## config.mk

```make
export PLATFORM = sky130hd
export DESIGN_NAME = cpu_sequencer
export DESIGN_NICKNAME = d
export VERILOG_FILES = /design/src/rtl/cpu_sequencer.sv
export SDC_FILE = /design/constraint.sdc
export NUM_CORES = 1
export LEC_CHECK = 0
export ABC_AREA = 1
export CORE_MARGIN = 2
export CORE_UTILIZATION = 35
export DETAILED_ROUTE_END_ITERATION = 10
export PLACE_DENSITY = 0.68
export SETUP_SLACK_MARGIN = 0.5
export SLEW_MARGIN = 30
export SYNTH_ARGS = -nofsm -noshare
export SYNTH_HDL_FRONTEND = slang
export SYNTH_SLANG_ARGS = --single-unit
```

## constraint.sdc

```tcl
create_clock -name clk -period 1.2 [get_ports clk]
set_clock_uncertainty 0.15 [all_clocks]
set_input_delay 0.12 -clock clk [delete_from_list [all_inputs] [get_ports clk]]
set_output_delay 0.12 -clock clk [all_outputs]
set_load 0.02 [all_outputs]
```

## src/rtl/cpu_sequencer.sv

```systemverilog
// cpu_sequencer: multi-cycle FETCH/DECODE/EXEC/MEM/WB control sequencer for the 8-bit core.
// Data-memory accesses wait on mem_ready with a bounded timeout that halts the core on expiry.
module cpu_sequencer #(
    parameter int unsigned MEM_TIMEOUT = 15
) (
    input  logic       clk,
    input  logic       rst,
    input  logic [3:0] Opcode,
    input  logic       zero_flag,
    input  logic       mem_ready,
    output logic       IRWrite,
    output logic       PCWrite,
    output logic       jump_en,
    output logic       RegWrite,
    output logic       MemRead,
    output logic       MemWrite,
    output logic [3:0] ALUOp,
    output logic       ALUsrc,
    output logic       halted,
    output logic       illegal_op,
    output logic       bus_error,
    output logic [2:0] state
);

    typedef enum logic [2:0] {
        ST_RESET  = 3'd0,
        ST_FETCH  = 3'd1,
        ST_DECODE = 3'd2,
        ST_EXEC   = 3'd3,
        ST_MEM    = 3'd4,
        ST_WB     = 3'd5,
        ST_HALT   = 3'd6
    } state_t;

    localparam logic [3:0] OP_ADD   = 4'b0001;
    localparam logic [3:0] OP_SUB   = 4'b0010;
    localparam logic [3:0] OP_AND   = 4'b0011;
    localparam logic [3:0] OP_OR    = 4'b0100;
    localparam logic [3:0] OP_ADDI  = 4'b0101;
    localparam logic [3:0] OP_LOAD  = 4'b0110;
    localparam logic [3:0] OP_STORE = 4'b0111;
    localparam logic [3:0] OP_JMP   = 4'b1000;
    localparam logic [3:0] OP_BEQZ  = 4'b1001;
    localparam logic [3:0] OP_HALT  = 4'b1111;

    // Wait counter value seen in the MEM cycle that exhausts the timeout budget.
    localparam logic [7:0] WAIT_LIMIT = 8'(MEM_TIMEOUT - 1);

    state_t     state_q;
    state_t     state_d;
    logic       run_q;
    logic [3:0] op_q;
    logic [7:0] wait_q;
    logic       illegal_q;
    logic       bus_err_q;

    logic       op_alu_reg;
    logic       op_illegal;
    logic       op_load;
    logic       timeout_hit;
    logic [3:0] exec_alu_op;
    logic       exec_alu_src;

    assign op_alu_reg   = (op_q >= OP_ADD) && (op_q <= OP_OR);
    assign op_illegal   = (op_q >= 4'b1010) && (op_q <= 4'b1110);
    assign op_load      = (op_q == OP_LOAD);
    assign timeout_hit  = (wait_q == WAIT_LIMIT);
    assign exec_alu_op  = op_alu_reg ? op_q : OP_ADD;
    assign exec_alu_src = !op_alu_reg;

    assign illegal_op = illegal_q;
    assign bus_error  = bus_err_q;
    assign state      = state_q;

    // run_q is the first release stage; the state register itself is the second.
    always_ff @(posedge clk or negedge rst) begin
        if (!rst) begin
            run_q   <= 1'b0;
            state_q <= ST_RESET;
        end else begin
            run_q   <= 1'b1;
            state_q <= state_d;
        end
    end

    always_ff @(posedge clk or negedge rst) begin
        if (!rst) begin
            op_q      <= '0;
            wait_q    <= '0;
            illegal_q <= 1'b0;
            bus_err_q <= 1'b0;
        end else begin
            if (state_q == ST_DECODE) begin
                op_q <= Opcode;
            end
            wait_q <= (state_q == ST_MEM && !mem_ready) ? wait_q + 8'd1 : '0;
            if (state_q == ST_EXEC && op_illegal) begin
                illegal_q <= 1'b1;
            end
            if (state_q == ST_MEM && !mem_ready && timeout_hit) begin
                bus_err_q <= 1'b1;
            end
        end
    end

    always_comb begin
        state_d  = state_q;
        IRWrite  = 1'b0;
        PCWrite  = 1'b0;
        jump_en  = 1'b0;
        RegWrite = 1'b0;
        MemRead  = 1'b0;
        MemWrite = 1'b0;
        ALUOp    = '0;
        ALUsrc   = 1'b0;
        halted   = 1'b0;
        case (state_q)
            ST_RESET: begin
                if (run_q) begin
                    state_d = ST_FETCH;
                end
            end
            ST_FETCH: begin
                IRWrite = 1'b1;
                state_d = ST_DECODE;
            end
            ST_DECODE: begin
                state_d = ST_EXEC;
            end
            ST_EXEC: begin
                case (op_q)
                    OP_ADD, OP_SUB, OP_AND, OP_OR, OP_ADDI: begin
                        ALUOp   = exec_alu_op;
                        ALUsrc  = exec_alu_src;
                        state_d = ST_WB;
                    end
                    OP_LOAD, OP_STORE: begin
                        ALUOp   = exec_alu_op;
                        ALUsrc  = exec_alu_src;
                        state_d = ST_MEM;
                    end
                    OP_JMP: begin
                        PCWrite = 1'b1;
                        jump_en = 1'b1;
                        state_d = ST_FETCH;
                    end
                    OP_BEQZ: begin
                        PCWrite = 1'b1;
                        jump_en = zero_flag;
                        state_d = ST_FETCH;
                    end
                    OP_HALT: begin
                        state_d = ST_HALT;
                    end
                    default: begin
                        // NOP and the undefined opcodes both just advance the PC.
                        PCWrite = 1'b1;
                        state_d = ST_FETCH;
                    end
                endcase
            end
            ST_MEM: begin
                MemRead  = op_load;
                MemWrite = !op_load;
                if (mem_ready) begin
                    if (op_load) begin
                        state_d = ST_WB;
                    end else begin
                        PCWrite = 1'b1;
                        state_d = ST_FETCH;
                    end
                end else if (timeout_hit) begin
                    state_d = ST_HALT;
                end
            end
            ST_WB: begin
                RegWrite = 1'b1;
                PCWrite  = 1'b1;
                ALUOp    = exec_alu_op;
                ALUsrc   = exec_alu_src;
                state_d  = ST_FETCH;
            end
            ST_HALT: begin
                halted = 1'b1;
            end
            default: begin
                state_d = ST_RESET;
            end
        endcase
    end

    assert property (@(posedge clk) disable iff (!rst)
        $onehot0({IRWrite, RegWrite, MemRead, MemWrite}));
    assert property (@(posedge clk) disable iff (!rst) jump_en |-> PCWrite);

endmodule

```

# Yosys cells after proc, flatten, opt, wreduce, memory -nomap -nowiden
# Index checks and enable logic that the tools add are counted.
[word_totals]
reg_bits = 18
memories = 0
ramBits = 0
in_bits = 8
latchBits = 0
output_inout_bits = 17
mem_bits_ro = 0
wordCells = 68
[classes]
muxes = 23
bitwise_logic = 1
magnitude_cmp = 4
eq_ne = 19
addsub = 1
div_mod_pow = 0
multipliers = 0
n_reduce_logical = 14
shifts = 0
[op_table]
columns = ["cell", "count"]
rows = [
  ["$pmux 3 s7", 1],
  ["$eq 4x3->1 const B", 4],
  ["$eq 4x4->1 const B", 3],
  ["$mux 3", 4],
  ["$mux 1", 10],
  ["$eq 3x3->1 const B", 3],
  ["$pmux 3 s3", 1],
  ["$add 8x1->8 const B", 1],
  ["$eq 4x2->1 const B", 2],
  ["$eq 8x4->1 const B", 1],
  ["$mux 4", 2],
  ["$mux 8", 1],
  ["$pmux 4 s2", 1],
  ["$reduce_or 8->1", 1],
  ["$reduce_or 7->1", 1],
  ["$eq 3x2->1 const B", 2],
  ["$logic_and 1x1->1", 5],
  ["$reduce_or 5->1", 1],
  ["$eq 4x1->1 const B", 1],
  ["$ge 4x1->1 const B", 1],
  ["$ge 4x4->1 const B", 1],
  ["$le 4x3->1 const B", 1],
  ["$le 4x4->1 const B", 1],
  ["$pmux 1 s2", 2],
  ["other kinds (9)", 11],
]

# Logic depth before layout (Yosys ltp)
[logic_depth]
ltp_word = 5
mapped_depth = 9
ltp_nobuf = 9

# Worst setup path before layout
# No wires, ideal clock.
[synth_path]
path_kind = "flip-flop to output port"
start = "reg state_q[0], in the netlist state[0]"
end = "out PCWrite"
path_stages_with_launch = 6
path_buffers = 0
required_time_ps = 930
slack_ps = -527
arrival_time_ps = 1457
path_cell_list = "dfrtp_1 > inv_2 > nand3_2 > a21oi_1 > nand2_1 > o211ai_1"
[synth_between]
elab_chain_len = 2
word_cells_on_any_way = 4
classes_between = "eq/ne: 3; mux: 1"
[synth_lines]
columns = ["item", "line_no", "rtl"]
rows = [
  ["start, declared", "49", "state_t state_q;"],
  ["start signal, assigned", "82", "state_q <= state_d;"],
  ["$eq 3x3->1 / $eq 3x2->1 (equally long branches)", "117", "case (state_q)"],
  ["$pmux 1 s3 (*)", "117", ""],
  ["end, declared", "12", "output logic PCWrite,"],
]
# Every way passes the cells marked *; elsewhere a longest branch is shown, timed or not.

# Final worst setup path
[layout_path]
start = "reg state_q[2], in the netlist state[2]"
end = "out ALUOp[0]"
[layout_between]
elab_chain_len = 2
word_cells_on_any_way = 3
classes_between = "eq/ne: 2; mux: 1"
[layout_lines]
columns = ["item", "line_no", "rtl"]
rows = [
  ["$eq 3x3->1 / $eq 3x2->1 (equally long branches)", "117", ""],
  ["$pmux 4 s2 (*)", "117", ""],
  ["end, declared", "17", "output logic [3:0] ALUOp,"],
]
# Marks and branches as above.

==> key figures <==
Timing
  • Final number of max-transition violations: 0
  • Fin worst setup slack: -651 ps
  • Peak Freq: between 500 and 600 MHz
  • Final hold viol count: 14
  • Final period demand of the worst path: 1850 ps
  • Final setup violation count: 31
  • Worst hold margin: -16.6 ps
  • Portion of the clock cycle consumed by the worst path in the final layout: 1.54
  • Unrepaired setup endpoints after global routing: yes

Clock network
  • H-tree depth: 1
  • CTS tree: built
  • Clk Latency, worst-skew pair: about 300 ps
  • Number of clock buffers inserted by TritonCTS: 3
  • Clock slew at reported path FFs: approximately 110 ps
  • CTS root buf: clkbuf_4
  • Maximum clock insertion buffer count: 2
  • Sinks on Clock Net: 18

Synthesis
  • Share of the synthesized area in the top cell type: 0.430
  • Nets in the synthesized netlist: about 160
  • Number of distinct library cells after synthesis: 23
  • Synthesis warning total: 0
  • Most area-consuming cells after synthesis: dfrtp_1, nand2_1, nor2_1, inv_1, a21oi_1
  • Avg Synthesized Cell Area: between 7 and 8 sq um
  • Syn Std Cell Area: approximately 1000 sq um
  • Cell accounting for the most synthesized area: dfrtp_1
  • Number of synthesized register bits: 18
  • Syn Inst Count: about 150
  • Share of synthesized area occupied by flip-flops and latches: 0.430

Global routing
  • Antenna violations before repair: 0
  • Overall track demand over capacity in global routing: 0.190
  • Via count of the first global-routing pass: 1218
  • Met1 Use GR: 0.230
  • GR peak layer: met2
  • Global-route track usage on met2: 0.361
  • Largest net degree at the start of global routing: 19
  • Grt met3 use: 0.0132
  • Total grt overflow: 0
  • Global-route wire length before repair: 5.08 mm

Place
  • Post-placement cell area: about 1700 sq um
  • HPWL reported at the end of detailed placement: between 2 and 2.5 mm
  • Global placement routability congestion: 0.815
  • Port-buffer cells: 23

Setup path
  • Required @ worst endpoint: just over 900 ps
  • Origin of the critical flop-to-flop path: state[0]
  • Worst reg-to-reg setup slack: -430 ps
  • Endpoint arrival time on the critical path: about 1600 ps
  • Critical path startpoint category: flop
  • Type of the worst setup path: flop to output port
  • Worst Reg-to-Reg Cells: 11
  • Kind of end point of the critical path: output port
  • Critical register-to-register path endpoint: state[2]
  • CP max FO: 3

Pwr
  • Leakage power figure: between 1 and 1.5 nW
  • Pwr/cell area: about 550 nW/um^2
  • Worst ir drop on vdd: around 600 uV

Route
  • Remaining DRCs: 6
  • Drt pass-1 iters: 7
  • Number of DRC markers after the initial detailed-route iteration: 43
  • Count of antenna-violating nets left after detailed routing: 0
  • DRT Wirelength: around 3.7 mm
  • Average wire per standard cell: between 10 and 15 microns
  • Detailed-route vias per instance: 4.95
  • Total via count in the routed design: roughly 1300

Cells and area
  • Filler cell count in the final layout: around 170
  • Reg area: 455 sq um
  • Combined area of the multi-input logic cells: between 700 and 800 sq um
  • Share of layout cells above drive strength 1: 0.586
  • Total non-filler cell area in the finished layout: ~2200 sq um
  • Nets: about 240
  • Area added between synthesis and finish: 106%
  • Final design utilization: 0.770
  • Antenna diodes: 0

Floorplan
  • Die Height: 58.7 microns
  • Starting density of the core: 0.373
  • Top Ports: 25
  • Die outline area: approximately 3400 sq um
  • Floorplan core area: 2810 sq um
  • Chip Width: about 60 microns
  • Number of placement rows: 19

Status
  • Violations in the final reports: DRC, hold timing, setup timing
  • Outcome: finished, violations left

Job
  • Max-cap violations: 0

Worst hold path
  • Tightest Hold Check Type: input pin to async pin
registers in the layout, indices dropped and copies added, names as in the netlist:
signal	flops
op_q	4
state	3
bus_error	1
illegal_op	1
run_q	1
wait_q	8
synth_stat cells (all sizes together):
cell type and number:
a21oi 14, a31o 1, buf 1, conb 2, dfrtp 18, ha 2
inv 22, nand2 32, nand3 12, nand4 1, nor2 29, nor3 3
o211ai 1, o21ai 5, o21bai 1, or2 1, xnor2 1
worst max-delay path: stages, from the launching register on:
cell and delay, ps:
dfrtp_2 410, inv_4 60, nor2_4 120, inv_2 50, nor2_4 170, nor2_2 70, buf_4 140, a21oi_4 120
buf_6 130
cell type report:
| type | instances | share of cell area |
|---|---|---|
| Multi-Input combinational cell | 106 | 0.361 |
| Timing Repair Buffer | 82 | 0.352 |
| Sequential cell | 18 | 0.211 |
| Inverter | 22 | 0.0417 |
| Tap cell | 31 | 0.0180 |
| Clock buffer | 4 | 0.0168 |
worst max-delay path by stage:
| stage | cells after the start | startpoint | end | slack, ps |
|---|---|---|---|---|
| after floorplan | 6 | state[2] | PCWrite | -290 |
| after global placement | 6 | op_q[1] | ALUsrc | -660 |
| after detailed placement | 6 | op_q[1] | PCWrite | -730 |
| after CTS | 7 | state[1] | ALUOp[0] | -600 |
| after global routing | 8 | state[2] | ALUOp[0] | -710 |
| final | 8 | state[2] | ALUOp[0] | -650 |
what timing repair did:
action | CTS | global route
endpoints found under the hold margin | 18 | 18
setup buffers | 13 | 9
gates resized for setup | 113 | 37
endpoints found under the setup margin | 33 | 33
pin swaps | 12 | 12
cloned | 1 | 0
cell usage in the layout, fill, tap and decap left out, types with 2 or more instances in the layout:
cell type	count
buf_4	44
buf_6	28
nand2_1	25
nor2_4	14
dfrtp_1	14
inv_1	11
nor2_1	11
inv_2	8
a21oi_1	7
nand3_1	7
clkdlybuf4s50_1	7
nor2_2	5
nand2_2	4
a21oi_4	4
dfrtp_2	4
inv_4	3
nand2_4	3
nand3_4	3
a21oi_2	3
clkbuf_4	3
nand3_2	2
nor3_4	2
o21ai_0	2
o21ai_1	2
conb_1	2
metal layers:
metal | share of wire | vias up | wire length [microns]
li1 | - | 632 | -
met1 | 0.39 | 638 | 1430
met2 | 0.57 | 26 | 2090
met3 | 0.026 | 6 | 96
met4 | 0.013 | 0 | 49
met5 | 0 | - | 0
logic make-up after synthesis:
family          Yosys count  synth area share
simple gates             78             0.331
buf+inv                  23            0.0860
compound gates           22             0.114
flops                    18             0.430
fa+ha+maj                 2            0.0239
other cells               2           0.00717
xor+xnor                  1           0.00836
power breakdown:
| part | leakage (nW) | internal [mW] | switching (mW) | total, mW |
|---|---|---|---|---|
| Sequential | 0.224 | 0.617 | 0.0114 | 0.628 |
| Clock | 0.0210 | 0.185 | 0.186 | 0.371 |
| Combinational | 0.768 | 0.0978 | 0.0995 | 0.197 |
metrics by stage:
stage / setup TNS (ps) / cells / hold WS (ps) / total power, mW / setup WS, ps
final: -9510 / 263 / -16.6 / 1.20 / -651
after global routing: -11270 / 263 / -9.29 / 1.25 / -710
after CTS: -8350 / 254 / -13.8 / 1.17 / -598
after detailed placement: -10910 / 236 / 316 / 0.770 / -731
after global placement: -10140 / 236 / 316 / 0.766 / -662
after floorplan: -2500 / 146 / -326 / 0.688 / -287
Power figures use the tool's default switching activity.
